[config.mk]
export PLATFORM = sky130hd
export DESIGN_NAME = mult_unit
export DESIGN_NICKNAME = d
export VERILOG_FILES = /design/src/rtl/lc3b_types.sv /design/src/rtl/mult_unit.sv
export SDC_FILE = /design/constraint.sdc
export NUM_CORES = 1
export LEC_CHECK = 0
export ABC_AREA = 1
export ABC_CLOCK_PERIOD_IN_PS = 1800
export CAP_MARGIN = 40
export CORE_ASPECT_RATIO = 1.25
export CORE_MARGIN = 5
export CORE_UTILIZATION = 29
export DETAILED_ROUTE_END_ITERATION = 16
export GPL_ROUTABILITY_DRIVEN = 0
export GPL_TIMING_DRIVEN = 0
export HOLD_SLACK_MARGIN = 0.02
export PLACE_DENSITY = 0.58
export SETUP_SLACK_MARGIN = 0.5
export SYNTH_ARGS = -nofsm -noshare
export SYNTH_HDL_FRONTEND = slang
export SYNTH_SLANG_ARGS = --single-unit
[constraint.sdc]
create_clock -name clk -period 1.8 [get_ports clk]
set_input_delay 0.27 -clock clk [delete_from_list [all_inputs] [get_ports clk]]
set_output_delay 0.27 -clock clk [all_outputs]
set_load 0.02 [all_outputs]
[src/rtl/lc3b_types.sv]
// lc3b_types -- shared LC-3b datapath types.
//   lc3b_word       : 16-bit machine word
//   lc3b_mult_state : control states of the iterative multiplier (mult_unit)
package lc3b_types;

    typedef logic [15:0] lc3b_word;

    typedef enum logic [1:0] {
        IDLE = 2'd0,
        BUSY = 2'd1,
        DONE = 2'd2
    } lc3b_mult_state;

    // Highest value of the iteration counter; the iteration that sees it is the
    // 16th and therefore the last one any 16-bit multiplier can need.
    localparam logic [3:0] MULT_LAST_COUNT = 4'd15;

endpackage

[src/rtl/mult_unit.sv]
// mult_unit -- iterative shift/add multiplier for the EX stage.
// Returns the low 16 bits of a*b, which is the same for signed and unsigned
// operands. One partial product is added per BUSY cycle; the operation ends
// early once no set multiplier bits remain.
//
// Ports:
//   clk    in   rising-edge clock
//   reset  in   synchronous active-high reset
//   start  in   request a multiply (accepted only in IDLE)
//   flush  in   pipeline squash; aborts any operation in progress
//   a      in   multiplicand
//   b      in   multiplier
//   f      out  low 16 bits of a*b; valid with done, held until next start
//   busy   out  high while BUSY or DONE (combinational from state)
//   done   out  one-cycle pulse when f is valid
module mult_unit
    import lc3b_types::*;
(
    input  logic     clk,
    input  logic     reset,
    input  logic     start,
    input  logic     flush,
    input  lc3b_word a,
    input  lc3b_word b,
    output lc3b_word f,
    output logic     busy,
    output logic     done
);

    lc3b_mult_state state, next_state;

    lc3b_word   mcand;
    lc3b_word   mplier;
    lc3b_word   acc;
    logic [3:0] count;

    lc3b_word   acc_next;
    lc3b_word   mplier_shift;

    // ------------------------------------------------------------------
    // Next-state and datapath arithmetic
    // ------------------------------------------------------------------
    // NOTE: every signal driven here gets a default first, so no path leaves
    // it unassigned and no latch is inferred.
    always_comb begin
        next_state   = state;
        acc_next     = acc;
        mplier_shift = mplier >> 1;

        if (mplier[0])
            acc_next = acc + mcand;

        case (state)
            IDLE: begin
                // flush wins over a simultaneous start
                if (start && !flush)
                    next_state = BUSY;
            end
            BUSY: begin
                if (flush)
                    next_state = IDLE;
                else if (mplier_shift == '0 || count == MULT_LAST_COUNT)
                    next_state = DONE;
            end
            DONE: begin
                next_state = IDLE;
            end
            default: begin
                next_state = IDLE;
            end
        endcase
    end

    // ------------------------------------------------------------------
    // State register
    // ------------------------------------------------------------------
    // NOTE: sequential state uses non-blocking assignments so every register
    // samples pre-edge values regardless of block ordering.
    always_ff @(posedge clk) begin
        if (reset)
            state <= IDLE;
        else
            state <= next_state;
    end

    // ------------------------------------------------------------------
    // Datapath and registered outputs
    // ------------------------------------------------------------------
    always_ff @(posedge clk) begin
        if (reset) begin
            f      <= '0;
            done   <= 1'b0;
            acc    <= '0;
            count  <= '0;
            mcand  <= '0;
            mplier <= '0;
        end else begin
            // done is high exactly for the cycle spent in DONE; a flush sends
            // next_state to IDLE, which drops it.
            done <= (next_state == DONE);

            case (state)
                IDLE: begin
                    if (next_state == BUSY) begin
                        mcand  <= a;
                        mplier <= b;
                        acc    <= '0;
                        count  <= '0;
                    end
                end
                BUSY: begin
                    if (!flush) begin
                        acc    <= acc_next;
                        mcand  <= mcand << 1;
                        mplier <= mplier_shift;
                        count  <= count + 4'd1;
                        // Publish the final sum as we enter DONE so f is
                        // registered and valid alongside done.
                        if (next_state == DONE)
                            f <= acc_next;
                    end
                end
                default: begin
                end
            endcase
        end
    end

    assign busy = (state != IDLE);

endmodule

**After elaboration in Yosys (flattened, before gate mapping)**

Index checks and enable logic that the tools add are counted.

- Eq/ne operators: 6
- Div/mod/pow operators: 0
- $lt $le $gt $ge: 0
- Shifts and indexed selects: 0
- $add $sub $neg: 2
- Reductions and logical operators: 9
- Mux-type cells: 17
- Bitwise gates (word level): 1
- Multipliers: 0

Operators by type and width:

| operator | count |
|---|---|
| $mux 16 | 7 |
| $pmux 16 s2 | 3 |
| $add 16x16->16 | 1 |
| $logic_not 16->1 | 1 |
| $mux 4 | 2 |
| $pmux 4 s2 | 1 |
| $mux 2 | 3 |
| $reduce_and 3->1 | 2 |
| $add 4x1->4 const B | 1 |
| $eq 2x1->1 const B | 2 |
| $eq 4x4->1 const B | 1 |
| $ne 2x2->1 const B | 2 |
| $pmux 2 s2 | 1 |
| $reduce_bool 2->1 | 2 |
| $eq 2x2->1 const B | 1 |
| $logic_not 2->1 | 1 |
| $logic_and 1x1->1 | 1 |
| $logic_not 1->1 | 1 |
| $logic_or 1x1->1 | 1 |
| $not 1->1 | 1 |

- Memories: 0
- Memory bits (read-only): 0
- RAM bits: 0
- Register bits: 71
- Logic and storage cells: 42
- Latch bits: 0

**Depth between registers and ports, before layout**

- Word-level depth: 8
- Gate-level depth with buffers: 14
- Mapped depth without buffers: 14

**Least setup slack after synthesis**

No wires, ideal clock.

- Path type: register to register
- Start: register mcand[0]
- End: register f[14]
- Clock period less this slack: 1.744 ns
- Slack: 0.056 ns
- Arrival time: 1.635 ns
- Required time: 1.691 ns
- Path buffers: 0
- Library setup time: 0.109 ns
- Stages on the path, launching flop included: 15
- Cell sequence: dfxtp_1 -> ha_1 -> fa_1 -> nand2_1 -> nand2_1 -> nand3b_1 -> nand2_1 -> nand2_1 -> nand2_1 -> nand2_1 -> nand3_1 -> nand2_1 -> nand2_1 -> nand2_1 -> inv_1

- Cells in the longest elaborated chain, start to end: 2

RTL lines:

| element | line | RTL |
|---|---|---|
| start: declaration | mult_unit.sv:32 | `lc3b_word mcand;` |
| start signal: assignment | mult_unit.sv:114 | `mcand <= mcand << 1;` |
| $add 16x16->16 | mult_unit.sv:51 | `acc_next = acc + mcand;` |
| $mux 16 | mult_unit.sv:50 | `if (mplier[0])` |
| end signal: assignment | mult_unit.sv:120 | `f <= acc_next;` |
| end: declaration | mult_unit.sv:25 | `output lc3b_word f,` |

No other way between the ends.
A chain may end at the register's enable or synchronous reset.

**Final worst setup path**

- Start: register mcand[0]
- End: register f[10]

The elaborated chain is that of the path after synthesis.

==> run metrics <==
hpwl dp=8850 microns; effective utilization at floorplan=29.7%; reg-to-reg critical path endpoint=f[10]$_SDFFE_PP0P_; CTS buffer count=9; number of nets in the final layout=737; layout cell share with drive strength beyond 1=about 37%; via count normalized by instance count=~4.8; vias=4115; total leakage power=~2.5 nW; Starting DRT DRC Count=169; area of the die=between 15000 and 20000 sq um; clock latency at the later pin of the worst-skew pair=0.34 ns; commonest register cell after synthesis=sky130_fd_sc_hd__dfxtp_1; clock tree from TritonCTS=yes; critical path startpoint category=flop; Crit. End Element=flop; maximum VDD drop=approximately 0.4 mV; cell area after synthesis=~3900 sq um; average cell area after synthesis=6.59 sq um; Setup Crit Path Kind=flop to flop; Synth Instances=598; Clock transition at path regs=0.06 ns; Commonest cells post-synth=sky130_fd_sc_hd__nand2_1, sky130_fd_sc_hd__dfxtp_1, sky130_fd_sc_hd__inv_1; cell types with the largest area share after synthesis=sky130_fd_sc_hd__dfxtp_1, sky130_fd_sc_hd__nand2_1, sky130_fd_sc_hd__inv_1; sequential share of the synthesized area=36.0%; P&R area growth vs syn=54.6%; R2R Setup Slk=-0.02 ns; Final Non-Filler Cells=860; peak clock frequency supported by timing=between 500 and 600 MHz; Worst Tran Pin Value=around 0.8 ns; tightest hold margin=0.340 ns; violated checks=negative setup slack; number of flops mapped to enable cells by yosys=0; post-synthesis async set-or-reset flop share=0%; Worst R2R Path Depth=14; post-synth net total=651; wire length of the first global-routing pass=between 15000 and 20000 microns; count of placed standard cells including taps=821; Std-Cell Rows=47; antenna diode instance count=0; crit path capture=f[10]$_SDFFE_PP0P_; Floorplan Core Area=about 13000 sq um; cell taking the most area after synthesis=sky130_fd_sc_hd__dfxtp_1; number of synthesized register bits=71; final setup TNS=-0.0233 ns; Hold/Removal Path Class=input pin to flop; root buf cell=sky130_fd_sc_hd__clkbuf_16; first-pass iteration count of the detailed router=4; required time of the critical path=2.05 ns; fraction of synthesized cell area taken by the top area cell type=between 30 and 40%; number of top-level pins=54; Yosys cell types=37; Routed Antenna Nets=0; global-route total usage across every layer=15.1%; global-route congestion overflow total=0; floorplan die height=around 140 microns; storage element area=1490 sq um; Final Slew Violations=0; unrepaired setup endpoints after global routing=true; post-route clock period utilization=101%; setup skew after layout=between 0.01 and 0.015 ns; total area of multi-input combinational cells=2820 sq um; # H-tree levels=3; startpoint of the lowest-slack register-to-register path=mcand[0]$_SDFFE_PP0P_; Post-CTS Hold Buffers=0; Max Cap Violations=0; power consumption=4.13 mW; data arrival time of the worst path=roughly 2 ns; final setup vio count=2; total length of routed wires=12500 microns; fill count=1359; startpoint of the most critical setup path=mcand[0]$_SDFFE_PP0P_; maximum root-to-sink buffer count=2; top fanout value on the critical path=3; IO buf count=52; most used standard cell by instance count after synthesis=sky130_fd_sc_hd__nand2_1; post-route worst setup slack=-0.0170 ns; routed length per placed instance=14.5 microns; pin count of the biggest net entering global routing=14; CTS Sinks=71; Yosys warning total=0; Util after Layout=between 40% and 50%; Die X-Extent=114 microns; number of global-route vias before repair=4073; # DRC=0; pwr/cell area=between 600 and 700 nW/um^2; outcome=finished with violations; clock period minus worst slack=approximately 1.8 ns; antenna violations before repair=0; final hold violations=0; Max-slew headroom=46.9%
-- where the power goes --
part,total [mW],leakage [nW],switching (mW),internal [mW]
sequential,1.70,0.595,0.0698,1.63
combinational,0.721,1.81,0.364,0.357
clock,1.71,0.135,0.734,0.975
-- logic make-up after synthesis --
kind of cell	after synthesis	share of synthesized area, %
compound gates	98	13.6
xor+xnor	7	1.55
fa+ha+maj	17	5.58
buf+inv	85	9.33
flops	71	36.0
simple gates	320	33.9
-- cells in the final DEF (no fill, tap or decap), types with 11 or more instances in the layout --
cell type / count
sky130_fd_sc_hd__nor2_2: 15
sky130_fd_sc_hd__a21oi_1: 24
sky130_fd_sc_hd__nor2_1: 20
sky130_fd_sc_hd__dfxtp_4: 11
sky130_fd_sc_hd__clkbuf_16: 11
sky130_fd_sc_hd__a21oi_2: 11
sky130_fd_sc_hd__nand2_2: 38
sky130_fd_sc_hd__a31oi_1: 29
sky130_fd_sc_hd__dfxtp_1: 39
sky130_fd_sc_hd__ha_4: 15
sky130_fd_sc_hd__nand2_1: 183
sky130_fd_sc_hd__inv_1: 46
sky130_fd_sc_hd__nand3_2: 17
sky130_fd_sc_hd__clkdlybuf4s50_1: 34
sky130_fd_sc_hd__buf_6: 14
sky130_fd_sc_hd__o21ai_2: 15
sky130_fd_sc_hd__o21ai_0: 13
sky130_fd_sc_hd__nand3_1: 13
sky130_fd_sc_hd__dfxtp_2: 21
sky130_fd_sc_hd__buf_4: 12
-- cell type report --
type,instances,share of cell area (%)
Multi-Input combinational cell,442,46.3
Buffer,27,4.58
Sequential cell,71,24.4
Tap cell,171,3.51
Clock inverter,6,0.759
Timing Repair Buffer,75,12.4
Inverter,58,4.12
Clock buffer,10,3.92
-- routing by layer --
metal / wire length [microns] / global-route usage [%] / vias up / share of wire (%)
met1: 5030 / 16.4 / 1903 / 40
li1: - / - / 2101 / -
met4: 374 / 5.69 / 0 / 3.0
met5: 0 / 0 / - / 0
met3: 379 / 2.55 / 29 / 3.0
met2: 6690 / 28.8 / 82 / 54
-- timing repair --
action,in CTS,in global routing
pin swaps,15,32
buffers inserted,9,10
gates resized for setup,136,127
gates cloned,1,3
setup endpoints to repair,89,79
-- flip-flops by register name (all words and copies together) (netlist names) --
register / flops
acc: 16
count: 4
done: 1
f: 16
mcand: 16
mplier: 16
state: 2
-- how the worst min path moves through the flow --
stage / startpoint / end / slack [ns] / cells past startpoint
floorplan: a[0] / mcand[0]$_SDFFE_PP0P_ / 0.41 / 2
global placement: f[0]$_SDFFE_PP0P_ / f[0]$_SDFFE_PP0P_ / 0.46 / 2
detailed placement: f[0]$_SDFFE_PP0P_ / f[0]$_SDFFE_PP0P_ / 0.47 / 2
CTS: reset / f[6]$_SDFFE_PP0P_ / 0.34 / 4
global route: reset / f[6]$_SDFFE_PP0P_ / 0.40 / 4
finish: reset / f[6]$_SDFFE_PP0P_ / 0.34 / 4
-- stage by stage --
| stage | setup slack [ns] | instance area [sq um] |
|---|---|---|
| 3_5_place_dp | -0.0957 | 4940 |
| 5_1_grt | -0.141 | 6100 |
| 4_1_cts | -0.00187 | 5640 |
| 2_1_floorplan | 0.162 | 4200 |
| 3_3_place_gp | -0.0720 | 4940 |
| 6_report | -0.0170 | 6100 |
-- worst max-delay path, cell delays in order, from the launching register on --
cell and delay, ns:
sky130_fd_sc_hd__dfxtp_4 0.35, sky130_fd_sc_hd__ha_4 0.16, sky130_fd_sc_hd__fa_2 0.37, sky130_fd_sc_hd__nand2_2 0.09, sky130_fd_sc_hd__nand2_2 0.05, sky130_fd_sc_hd__nand3b_1 0.09, sky130_fd_sc_hd__nand2_2 0.09, sky130_fd_sc_hd__nand2_1 0.10
sky130_fd_sc_hd__nand2_1 0.06, sky130_fd_sc_hd__nand2_1 0.05, sky130_fd_sc_hd__nand3_1 0.08, sky130_fd_sc_hd__nand2_1 0.10, sky130_fd_sc_hd__nand2_1 0.05, sky130_fd_sc_hd__nand2_1 0.05, sky130_fd_sc_hd__inv_1 0.03
No activity file was read; power rests on OpenSTA's default activity.
